**config.mk**
```make
export PLATFORM = sky130hd
export DESIGN_NAME = add4_seq_ctrl_flat
export DESIGN_NICKNAME = d
export VERILOG_FILES = /design/src/rtl/add4_seq_ctrl_if.sv /design/src/rtl/add4_seq_ctrl.sv /design/src/flat_wrapper.sv
export SDC_FILE = /design/constraint.sdc
export NUM_CORES = 1
export LEC_CHECK = 0
export CORE_UTILIZATION = 40
export DETAILED_ROUTE_END_ITERATION = 16
export PLACE_DENSITY = 0.65
export SYNTH_ARGS = -nofsm -noshare
export SYNTH_HDL_FRONTEND = slang
export SYNTH_SLANG_ARGS = --single-unit
```
**constraint.sdc**
```tcl
create_clock -name clk -period 4.2 [get_ports clk]
set_input_delay 0.84 -clock clk [delete_from_list [all_inputs] [get_ports clk]]
set_output_delay 0.84 -clock clk [all_outputs]
set_load 0.1 [all_outputs]
```
**src/rtl/add4_seq_ctrl_if.sv**
```systemverilog
// Requester-side bus of the nibble-serial adder sequencer: operands and
// start request in, busy/done status and the registered result out.
`timescale 1ns/1ps
interface add4_seq_ctrl_if #(
  parameter int NIBBLES = 4
);
  localparam int W = 4 * NIBBLES;

  logic         start;
  logic [W-1:0] a;
  logic [W-1:0] b;
  logic         cin;
  logic         busy;
  logic         done;
  logic [W-1:0] sum;
  logic         cout;

  modport master (
    output start, a, b, cin,
    input  busy, done, sum, cout
  );

  modport slave (
    input  start, a, b, cin,
    output busy, done, sum, cout
  );
endinterface

```
**src/rtl/add4_seq_ctrl.sv**
```systemverilog
// Nibble-serial wide adder sequencer. Operands are latched on an accepted
// start, then pushed through an external 4-bit adder LSB nibble first with
// the adder's carry-out fed back as the next carry-in. The finished result
// is published on sum/cout together with a one-cycle done pulse.
`timescale 1ns/1ps
module add4_seq_ctrl #(
  parameter int NIBBLES = 4
) (
  input  logic                clk,
  input  logic                rst,
  add4_seq_ctrl_if.slave      req,
  output logic [3:0]          add_a,
  output logic [3:0]          add_b,
  output logic                add_ci,
  input  logic [3:0]          add_sum,
  input  logic                add_co
);
  localparam int W  = 4 * NIBBLES;
  localparam int CW = (NIBBLES > 1) ? $clog2(NIBBLES) : 1;
  localparam logic [CW-1:0] LAST = CW'(NIBBLES - 1);

  typedef enum logic [1:0] {IDLE, RUN, DONE} state_t;

  state_t        state_q, state_d;
  logic [CW-1:0] cnt_q,   cnt_d;
  logic          carry_q, carry_d;
  logic [W-1:0]  a_q,     a_d;
  logic [W-1:0]  b_q,     b_d;
  logic [W-1:0]  acc_q,   acc_d;
  logic [W-1:0]  sum_q,   sum_d;
  logic          cout_q,  cout_d;
  logic          busy_q,  busy_d;
  logic          done_q,  done_d;

  // Next-state logic: accept in IDLE, one nibble per RUN cycle, publish on DONE entry.
  always_comb begin
    state_d = state_q;
    cnt_d   = cnt_q;
    carry_d = carry_q;
    a_d     = a_q;
    b_d     = b_q;
    acc_d   = acc_q;
    sum_d   = sum_q;
    cout_d  = cout_q;
    unique case (state_q)
      IDLE: begin
        if (req.start) begin
          a_d     = req.a;
          b_d     = req.b;
          carry_d = req.cin;
          cnt_d   = '0;
          state_d = RUN;
        end
      end
      RUN: begin
        acc_d[{cnt_q, 2'b00} +: 4] = add_sum;
        carry_d = add_co;
        if (cnt_q == LAST) begin
          sum_d   = acc_d;
          cout_d  = add_co;
          state_d = DONE;
        end else begin
          cnt_d = cnt_q + CW'(1);
        end
      end
      DONE: begin
        state_d = IDLE;
      end
      default: begin
        state_d = IDLE;
      end
    endcase
    // Status flags are registered copies of the state being entered.
    busy_d = (state_d != IDLE);
    done_d = (state_d == DONE);
  end

  // State and datapath registers; reset abandons any operation in flight.
  always_ff @(posedge clk or posedge rst) begin
    if (rst) begin
      state_q <= IDLE;
      cnt_q   <= '0;
      carry_q <= 1'b0;
      a_q     <= '0;
      b_q     <= '0;
      acc_q   <= '0;
      sum_q   <= '0;
      cout_q  <= 1'b0;
      busy_q  <= 1'b0;
      done_q  <= 1'b0;
    end else begin
      state_q <= state_d;
      cnt_q   <= cnt_d;
      carry_q <= carry_d;
      a_q     <= a_d;
      b_q     <= b_d;
      acc_q   <= acc_d;
      sum_q   <= sum_d;
      cout_q  <= cout_d;
      busy_q  <= busy_d;
      done_q  <= done_d;
    end
  end

  // Adder drive comes from registers only so no start/operand input reaches add_*.
  always_comb begin
    add_a  = 4'h0;
    add_b  = 4'h0;
    add_ci = 1'b0;
    if (state_q == RUN) begin
      add_a  = a_q[{cnt_q, 2'b00} +: 4];
      add_b  = b_q[{cnt_q, 2'b00} +: 4];
      add_ci = carry_q;
    end
  end

  assign req.busy = busy_q;
  assign req.done = done_q;
  assign req.sum  = sum_q;
  assign req.cout = cout_q;
endmodule
```
**src/flat_wrapper.sv**
```systemverilog
// flat-port wrapper written by rule: the top's interface ports become plain ports
module add4_seq_ctrl_flat 
#(
  parameter int NIBBLES = 4
)
  (clk, rst, add_a, add_b, add_ci, add_sum, add_co, req_start, req_a, req_b, req_cin, req_busy, req_done, req_sum, req_cout);
  add4_seq_ctrl_if #(.NIBBLES(NIBBLES)) req_i ();
  input  logic clk;
  input  logic rst;
  output logic [3:0] add_a;
  output logic [3:0] add_b;
  output logic add_ci;
  input  logic [3:0] add_sum;
  input  logic add_co;
  input wire logic [$bits(req_i.start)-1:0] req_start;
  input wire logic [$bits(req_i.a)-1:0] req_a;
  input wire logic [$bits(req_i.b)-1:0] req_b;
  input wire logic [$bits(req_i.cin)-1:0] req_cin;
  output wire logic [$bits(req_i.busy)-1:0] req_busy;
  output wire logic [$bits(req_i.done)-1:0] req_done;
  output wire logic [$bits(req_i.sum)-1:0] req_sum;
  output wire logic [$bits(req_i.cout)-1:0] req_cout;
  assign req_i.start = req_start;
  assign req_i.a = req_a;
  assign req_i.b = req_b;
  assign req_i.cin = req_cin;
  assign req_busy = req_i.busy;
  assign req_done = req_i.done;
  assign req_sum = req_i.sum;
  assign req_cout = req_i.cout;
  add4_seq_ctrl #(.NIBBLES(NIBBLES)) u_core (.clk(clk), .rst(rst), .req(req_i), .add_a(add_a), .add_b(add_b), .add_ci(add_ci), .add_sum(add_sum), .add_co(add_co));
endmodule
```
==> results.md <==
* CTS Root Cell: clkbuf_8
* Vias in the first global route at 2311
* Placement row count at 33
* WS Path Type: flop to output pin
* WHS Path Cells at 1
* WL per Instance at 15.1 um
* Final Worst Setup Slack at 1120 ps
* Chip height at 93.6 um
* Synth Flop Type: dfrtp_1
* Die X-Extent at 93.6 um
* Gate Count Post-Synth at 254
* Nets at 365
* FF-to-FF path depth at 5
* CP Capture Type: output pin
* R2r endpoint: u_core.acc_q[11]
* Synth warnings at 0
* First-pass DRT Iterations at 4
* Final period utilization at 0.733
* Vias per cell at 5.25
* Clk buf depth at 2
* Crit path arrival time at 2240 ps
* Min Clock Period, post-route at 3080 ps
* Post-synthesis compound-gate area fraction at 0.114
* Unrepaired setup endpoints after global routing: no
* Min Hold Slack at 485 ps
* Worst r2r src: u_core.cnt_q[0]
* IO Port Bufs at 68
* Count of different cell masters after synthesis at 38
* Startpoint Class: flop
* Fillers at 740
* Simple-Gate Fraction of Synth Area at 0.109
* Largest family of logic cells by synthesized area: multiplexers
* Post-cts sizing count at 0
* Initial antenna violation count at 0
* Post-DP Area at 4050 um2
* Synth Area in XOR/XNOR at 0
* Fmax at 325 MHz
* Clk sink count at 72
* Post-synth EDFFs at 0
* Max-slew headroom at 0.355
* Fin area at 4270 um2
* Final setup viols at 0
* Post-synthesis mux area share at 0.169
* Clock Pin Slew Worst Setup and Hold Paths at 70 ps
* Hold Crit Start: u_core.a_q[11]
* Final Wtd Congestion at 0.722
* ANT cells at 0
* Post-Synth Adder-Cell Area at 0.0224
* Commonest non-fill, non-tap cell in the layout: dfrtp_1
* Routed Antenna Nets at 0
* Hpwl dp at 4460 um
* Pre-CTS WS at 1430 ps
* Initial Util at 0.410
* Setup TNS at 0 ps
* Syn Area/Cell at 13.2 um2
* Detailed Route WL at 6480 um
* Worst Hold End: u_core.a_q[11]
* Post-synth ARST share at 1.00
* Post-synth top area share at 0.537
* Pin count of the biggest net entering global routing at 73
* Layout cells sized above 1 at 0.232
* Crit-path max FO at 16
* Worst-Skew Late Latency at 350 ps
* Ports at 69
* Final Hold Vio Count at 0
* Cell Area, Synth at 3360 um2
* Max cap viols at 0
* Dominant cell type by area after synthesis: dfrtp_1
* Slew @ Worst Pin at 964 ps
* Syn Nets at 301
* Setup slack, reg-to-reg at 1610 ps
* Synth area leaders: dfrtp_1 54%, mux2_2 10%, a32o_1 4.8%, mux4_2 4.7%, ha_1 2.2%
* Worst Hold Class: flop to flop
* Commonest cells after routing, fill and taps aside: 72 x dfrtp_1, 59 x clkdlybuf4s50_1, 30 x mux2_2
* DRT iter0 DRCs at 111
* Sequential area share after synthesis at 0.537
* CTS tree: yes
* Congestion Overflow GR at 0
* Core box area at 8180 um2
* Max H-tree Level at 3
* Register bit total from synthesis at 72
* Via count at 2247
* Clk_skew at 5.96 ps
* Outcome: complete, no violations
* First-pass GRT wire length at 11100 um
* CTS Buf Count at 9
* Max-slew violation count at 0
* DRC viols at 0
* Die area at 8760 um2
* Required time of the critical path at 3360 ps
* Synthesis-to-layout area growth at 27.1%
* Gr usage total at 0.166
* # Post-CTS Setup Buffers at 0
* Hold_buf cts at 0
metrics by stage:
stage / util / cells
after floorplan: - / 254
after global placement: 0.495 / 412
after detailed placement: 0.495 / 412
after CTS: 0.522 / 428
after global routing: 0.522 / 428
final: 0.522 / 428
final cells by class:
class	instances	area, um2	share of cell area
multi-input cells	153	1390	0.325
clock buffers	10	138	0.0323
well taps	105	131	0.0308
inverters	10	37.5	0.00880
flip-flops and latches	72	1800	0.422
repair buffers	72	688	0.161
clock inverters	6	82.6	0.0194
worst max-delay path, cell delays in order (launching register included):
cell and delay [ps]:
dfrtp_1 840, mux4_1 650, and2_1 170, buf_4 230
how the worst max path moves through the flow:
stage | from | to | slack, ps | depth (start not counted)
2_1_floorplan | rst | u_core.a_q[0] | 1540 | 1
3_3_place_gp | u_core.cnt_q[0] | add_a[3] | 1480 | 3
3_5_place_dp | u_core.cnt_q[0] | add_a[3] | 1430 | 3
4_1_cts | u_core.cnt_q[0] | add_a[3] | 1050 | 3
5_1_grt | u_core.cnt_q[0] | add_a[3] | 950 | 3
6_report | u_core.cnt_q[0] | add_a[3] | 1120 | 3
flip-flops by register name (all words and copies together) (netlist names):
register	cells
u_core.a_q	16
u_core.acc_q	16
u_core.b_q	16
u_core.req.sum	16
u_core.cnt_q	2
u_core.state_q	2
u_core.carry_q	1
u_core.req.busy	1
u_core.req.cout	1
u_core.req.done	1
cell families after synthesis:
family / Yosys count
AND/OR/NAND/NOR: 54
AO/OA/AOI/OAI: 51
adder cells (fa/ha/maj): 6
flip-flops: 72
buffers and inverters: 29
multiplexers: 42
routing by layer:
metal | vias up | global-route usage | wire (um)
li1 | 1077 | - | -
met1 | 1096 | 0.215 | 2930
met2 | 65 | 0.262 | 3020
met3 | 9 | 0.0480 | 444
met4 | 0 | 0.0692 | 87
met5 | - | 0 | 0
synth_stat cells (2+ instances only):
| master | number |
|---|---|
| a31oi_1 | 4 |
| buf_4 | 3 |
| inv_1 | 10 |
| ha_1 | 6 |
| o21ai_0 | 4 |
| mux2_1 | 3 |
| a32oi_1 | 4 |
| nor2b_1 | 2 |
| nand4_1 | 4 |
| nor3b_4 | 2 |
| nor2_1 | 13 |
| nand2_1 | 5 |
| o22a_1 | 4 |
| and2b_1 | 3 |
| o22ai_1 | 2 |
| and4b_1 | 4 |
| and3b_1 | 2 |
| buf_2 | 2 |
| a32o_1 | 16 |
| clkbuf_1 | 8 |
| nand2b_1 | 4 |
| mux2_2 | 30 |
| a21oi_1 | 14 |
| and2_1 | 9 |
| mux4_2 | 7 |
| dfrtp_1 | 72 |
| buf_6 | 6 |
Power is not shown: default switching activity piles up to over one toggle a cycle in this logic, so the estimate is an artifact.
